<file path="src/rtl/mul_stream_initiator.sv">
// Operand-pair initiator and product sink for a valid/ready multiplier wrapper.
// Issues NUM_TX pairs (corner vectors, then LFSR data) and checks every product.
module mul_stream_initiator #(
  parameter int          WIDTH   = 32,
  parameter int          NUM_TX  = 16,
  parameter logic [31:0] SEED_A  = 32'hACE1_1234,
  parameter logic [31:0] SEED_B  = 32'h1357_9BDF,
  parameter int          TIMEOUT = 1024,
  parameter bit          SIGNED  = 1'b0
) (
  input  logic               clk,
  input  logic               rst,
  input  logic               start,
  output logic [WIDTH-1:0]   op_a,
  output logic [WIDTH-1:0]   op_b,
  output logic               op_valid,
  input  logic               op_ready,
  input  logic [2*WIDTH-1:0] res_data,
  input  logic               res_valid,
  output logic               res_ready,
  output logic               busy,
  output logic               done,
  output logic [15:0]        err_cnt,
  output logic [15:0]        first_err,
  output logic               timeout
);

  localparam logic [31:0]      SEED_A_NZ = (SEED_A == 32'd0) ? 32'd1 : SEED_A;
  localparam logic [31:0]      SEED_B_NZ = (SEED_B == 32'd0) ? 32'd1 : SEED_B;
  localparam logic [31:0]      LFSR_TAPS = 32'h8020_0003;
  localparam logic [WIDTH-1:0] OPMAX     = '1;
  localparam logic [WIDTH-1:0] OPONE     = WIDTH'(1);

  typedef enum logic [1:0] {S_IDLE, S_ISSUE, S_WAIT, S_DONE} state_t;

  state_t               state_q, state_d;
  logic [15:0]          tx_idx;
  logic [31:0]          tmo_cnt;
  logic [31:0]          lfsr_a, lfsr_b, lfsr_a_nx, lfsr_b_nx;
  logic [2*WIDTH-1:0]   expect_q;
  logic                 start_run, op_fire, res_fire, tmo_hit, last_tx, tmo_limit;

  function automatic logic [31:0] lfsr_step(input logic [31:0] s);
    return s[0] ? ((s >> 1) ^ LFSR_TAPS) : (s >> 1);
  endfunction

  function automatic logic [2*WIDTH-1:0] pick_ops(input logic [15:0] idx,
                                                  input logic [WIDTH-1:0] la,
                                                  input logic [WIDTH-1:0] lb);
    case (idx)
      16'd0:   return {{WIDTH{1'b0}}, {WIDTH{1'b0}}};
      16'd1:   return {OPMAX, OPMAX};
      16'd2:   return {OPONE, OPMAX};
      16'd3:   return {OPMAX, OPONE};
      default: return {la, lb};
    endcase
  endfunction

  // Product is formed at 2*WIDTH so truncation is exact for both signednesses.
  function automatic logic [2*WIDTH-1:0] ref_mul(input logic [WIDTH-1:0] a,
                                                 input logic [WIDTH-1:0] b);
    logic signed [2*WIDTH-1:0] sa, sb;
    if (SIGNED) begin
      sa = {{WIDTH{a[WIDTH-1]}}, a};
      sb = {{WIDTH{b[WIDTH-1]}}, b};
    end else begin
      sa = {{WIDTH{1'b0}}, a};
      sb = {{WIDTH{1'b0}}, b};
    end
    return sa * sb;
  endfunction

  function automatic logic [15:0] sat_inc(input logic [15:0] v);
    return (v == 16'hFFFF) ? v : v + 16'd1;
  endfunction

  assign lfsr_a_nx = lfsr_step(lfsr_a);
  assign lfsr_b_nx = lfsr_step(lfsr_b);
  assign last_tx   = (tx_idx == 16'(NUM_TX - 1));
  assign tmo_limit = (tmo_cnt == 32'(TIMEOUT - 1));

  always_ff @(posedge clk or negedge rst) begin
    if (!rst) state_q <= S_IDLE;
    else      state_q <= state_d;
  end

  always_comb begin
    state_d   = state_q;
    start_run = 1'b0;
    op_fire   = 1'b0;
    res_fire  = 1'b0;
    tmo_hit   = 1'b0;
    op_valid  = (state_q == S_ISSUE);
    res_ready = (state_q == S_WAIT);
    busy      = (state_q == S_ISSUE) || (state_q == S_WAIT);
    done      = (state_q == S_DONE);
    case (state_q)
      S_IDLE, S_DONE: begin
        if (start) begin
          start_run = 1'b1;
          state_d   = S_ISSUE;
        end
      end
      S_ISSUE: begin
        if (op_ready) begin
          op_fire = 1'b1;
          state_d = S_WAIT;
        end else if (tmo_limit) begin
          tmo_hit = 1'b1;
          state_d = S_DONE;
        end
      end
      S_WAIT: begin
        if (res_valid) begin
          res_fire = 1'b1;
          state_d  = last_tx ? S_DONE : S_ISSUE;
        end else if (tmo_limit) begin
          tmo_hit = 1'b1;
          state_d = S_DONE;
        end
      end
      default: state_d = S_IDLE;
    endcase
  end

  always_ff @(posedge clk or negedge rst) begin
    if (!rst) begin
      tx_idx    <= '0;
      tmo_cnt   <= '0;
      lfsr_a    <= SEED_A_NZ;
      lfsr_b    <= SEED_B_NZ;
      op_a      <= '0;
      op_b      <= '0;
      expect_q  <= '0;
      err_cnt   <= '0;
      first_err <= '0;
      timeout   <= 1'b0;
    end else begin
      if (state_d != state_q) tmo_cnt <= '0;
      else if (busy)          tmo_cnt <= tmo_cnt + 32'd1;

      if (start_run) begin
        tx_idx    <= '0;
        lfsr_a    <= SEED_A_NZ;
        lfsr_b    <= SEED_B_NZ;
        op_a      <= '0;
        op_b      <= '0;
        err_cnt   <= '0;
        first_err <= '0;
        timeout   <= 1'b0;
      end

      // operand acceptance: freeze the reference product for this pair
      if (op_fire) expect_q <= ref_mul(op_a, op_b);

      // product acceptance: score it, then advance to the next pair
      if (res_fire) begin
        if (res_data != expect_q) begin
          err_cnt <= sat_inc(err_cnt);
          if (err_cnt == 16'd0) first_err <= tx_idx;
        end
        if (!last_tx) begin
          tx_idx       <= tx_idx + 16'd1;
          lfsr_a       <= lfsr_a_nx;
          lfsr_b       <= lfsr_b_nx;
          {op_a, op_b} <= pick_ops(tx_idx + 16'd1, lfsr_a_nx[WIDTH-1:0], lfsr_b_nx[WIDTH-1:0]);
        end
      end

      if (tmo_hit) timeout <= 1'b1;
    end
  end

endmodule

</file>
<file path="config.mk">
export PLATFORM = sky130hd
export DESIGN_NAME = mul_stream_initiator
export DESIGN_NICKNAME = d
export VERILOG_FILES = /design/src/rtl/mul_stream_initiator.sv
export SDC_FILE = /design/constraint.sdc
export NUM_CORES = 2
export LEC_CHECK = 0
export ABC_AREA = 0
export CORE_UTILIZATION = 30
export DETAILED_ROUTE_END_ITERATION = 10
export GPL_TIMING_DRIVEN = 1
export PLACE_DENSITY = 0.53
export SYNTH_ARGS = -nofsm -noshare
export SYNTH_HDL_FRONTEND = slang
export SYNTH_SLANG_ARGS = --single-unit
</file>
<file path="constraint.sdc">
create_clock -name clk -period 10.75 [get_ports clk]
set_clock_uncertainty 0.1 [all_clocks]
set_input_delay 1.075 -clock clk [delete_from_list [all_inputs] [get_ports clk]]
set_output_delay 1.075 -clock clk [all_outputs]
set_load 0.01 [all_outputs]
</file>
==> impl_metrics.csv <==
group,metric,value,unit
run_status,status,"complete, no violations",
grt,track_usage,18.4,%
synth,synth_enable_flop_cells,0,
grt,first_global_vias,37900,
clocking,clkTransAtPathRegs,70,ps
critical_path,worstRegToRegCells,31,
clocking,ctsRootBufferMaster,"clkbuf_16",
layout,drive_above_1_share,4.05,%
critical_path,crit_path_start_kind,"flip-flop",
critical_path,r2r_start,"op_b[10]",
timing,grt_setup_unrepaired,"no",
timing,timing_worst_slew_pin_value,1150,ps
layout,layout.cells.most_common,"inv_1",
routing,detailedRoute.firstPassIterationCount,8,
die,chipWidth,403,um
critical_path,ff2ff_setup_slack,1090,ps
timing,finalHoldViolCount,0,
synth,synth.yosys.warnings,0,
clocking,post_cts_repair_resize_count,0,
layout,fin_nets,6693,
pwr,worst_ir_drop_vdd,0.303,mV
clocking,htree_num_levels,2,
die,dieArea,162000,um2
critical_path,timing.critical_path.mode_cell,"fa_1",
grt,total_global_routing_overflow,0,
synth,synthesis.instances,5280,
routing,detailedRoute.firstIterationViolations,2334,
routing,detail_route.vias_per_cell,4.79,
layout,seqCellArea,6920,um2
pwr,report.power.total,14400,uW
synth,syn_nets,6686,
critical_path,crit_slowest_cell,"dfrtp_1",
die,core,159000,um2
routing,vias,35400,
layout,final_cell_mix,"inv_1, fa_1, nand2_1, and2_1, ha_1",
synth,ys_seq_elements,275,
critical_path,end_of_the_worst_register_to_register_path,"expect_q[63]",
clocking,post_cts_hold_buffer_count,0,
timing,slew_viol_final,0,
placement,gp_congestion,0.870,
hold_path,min_path_type,"reg2reg",
critical_path,setup.worst_path.class,"reg2reg",
timing,setup_viol,0,
synth,syn_avg_cell_area,9.13,um2
grt,grt_start_max_net_pins,102,
timing,setup_tns,0,ps
placement,dp.final_hpwl,118,mm
clocking,clock_tree.buffer_depth,3,
critical_path,crit_fanout,21,
routing,route.detailed.wl_per_inst,19.9,um
synth,synthFlopType,"dfrtp_1",
critical_path,critPathLaunch,"op_b[10]",
clocking,insertion_delay,580,ps
grt,grt_antenna_before_repair,2,
layout,fill_cells,16500,
layout,multi_input_comb_area,36100,um2
pwr,cellPowerDensity,271,nW/um2
routing,antenna_violating_nets_post_route,0,
hold_path,hp-start,"lfsr_b[12]",
timing,layout_min_cycle_time,9660,ps
grt,grt_first_pass_wirelength,230,mm
routing,routed_wl,147,mm
die,die_height,403,um
clocking,cts_post_setup_buffers_inserted,0,
pwr,cellLeakagePower,0.0269,uW
routing,route.detailed.drc,0,
critical_path,critPathRequiredTime,11090,ps
synth,ys_async_sr_fraction,100,%
timing,timing.slew.headroom,22.6,%
die,fp-row-count,146,
critical_path,cp-endpoint,"expect_q[63]",
layout,finish.cell_count_without_fillers,7389,
critical_path,cp_slowest_stage_delay,880,ps
clocking,numClockSinks,275,
critical_path,cp_data_arrival_time,10000,ps
placement,place.detailed.instances,7322,
synth,mappedNetlistArea,48200,um2
placement,placement.io_buffers,169,
layout,layout-area-overhead-vs-synth,10.6,%
die,top_level_ports,170,
clocking,cts_inserted_buffers,35,
timing,layout_worst_path_cycle_share,89.9,%
timing,worst_hold_slack,366,ps
critical_path,timing.critical_path.to_type,"flip-flop",
die,initial_core_utilization,30.3,%
clocking,cts_tree,"built",
synth,synth.yosys.seq_area_share,14.4,%
timing,fmaxAchievable,104,MHz
run,maxCapViolations,0,
synth,yosys.cell_types.count,69,
## cells in the mapped netlist (all sizes together) (52+ instances only)
library cell / n / area, um2
nor2: 107 / 402
a21o: 52 / 390
and2: 497 / 3110
dfrtp: 242 / 6060
clkbuf: 270 / 1010
xor2: 52 / 455
a21oi: 71 / 355
inv: 1063 / 3990
xnor2: 125 / 1090
a221o: 65 / 651
nand2: 841 / 3160
ha: 439 / 5490
fa: 898 / 18000
o21ai: 164 / 821
nand3: 80 / 400
## per-stage QoR
step | util, % | setup WS [ps] | area, um2
after floorplan | - | 2150 | 48200
after global placement | 32.8 | 1180 | 52100
after detailed placement | 32.8 | 1140 | 52100
after CTS | 33.6 | 1080 | 53300
after global routing | 33.6 | 534 | 53300
final | 33.6 | 1090 | 53300
## layout make-up
cell class	instances	area share, %
Sequential cell	275	13.0
Tap cell	2072	4.86
Clock inverter	16	0.439
Inverter	1063	7.48
Multi-Input combinational cell	3644	67.8
Timing Repair Buffer	268	4.57
Clock buffer	48	1.88
Antenna cell	3	0.0141
## sequential cells by signal, summed over array words and instances (netlist names)
name and cells:
op_b 32, expect_q 64, tx_idx 16, state_q 2, err_cnt 16, tmo_cnt 32
lfsr_b 32, lfsr_a 32, first_err 16, timeout 1, op_a 32
## report_power, final
part / switching, uW / total, uW / internal, uW
clock: 523 / 1280 / 760
combinational: 6920 / 11100 / 4170
sequential: 715 / 2080 / 1360
## worst max-delay path: cells and delay by family (launching register included)
family | cells | cell delay [ps]
fa+ha+maj | 11 | 5220
compound gates | 4 | 1240
simple gates | 6 | 1030
buf+inv | 10 | 1010
flops | 1 | 880
## worst min path at each step
| stage | cells after the start | slack (ps) | endpoint |
|---|---|---|---|
| floorplan | 2 | 340 | lfsr_b[11] |
| global placement | 2 | 350 | lfsr_b[24] |
| detailed placement | 2 | 360 | lfsr_b[11] |
| CTS | 2 | 370 | lfsr_b[11] |
| global route | 2 | 370 | lfsr_b[3] |
| finish | 2 | 370 | lfsr_b[11] |
## kinds of logic (layout without fill, tap and decap cells)
| family | count (synthesis) | after routing | share of synthesized area [%] |
|---|---|---|---|
| AOI/OAI and AO/OA | 440 | 440 | 6.05 |
| DFF | 275 | 275 | 14.4 |
| buffers and inverters | 1361 | 1395 | 10.7 |
| and+or+nand+nor | 1685 | 1685 | 16.9 |
| other | 0 | 3 | 0 |
| muxes | 5 | 5 | 0.109 |
| xor gates and xnor gates | 177 | 177 | 3.21 |
| adders and majority gates | 1337 | 1337 | 48.7 |
## routing by layer
layer	global-route usage, %	share of wire (%)
met5	0	0.020
met4	3.72	2.1
met3	3.02	5.6
met2	31.6	49
met1	24.3	43
(Power assumes the default switching activity.)
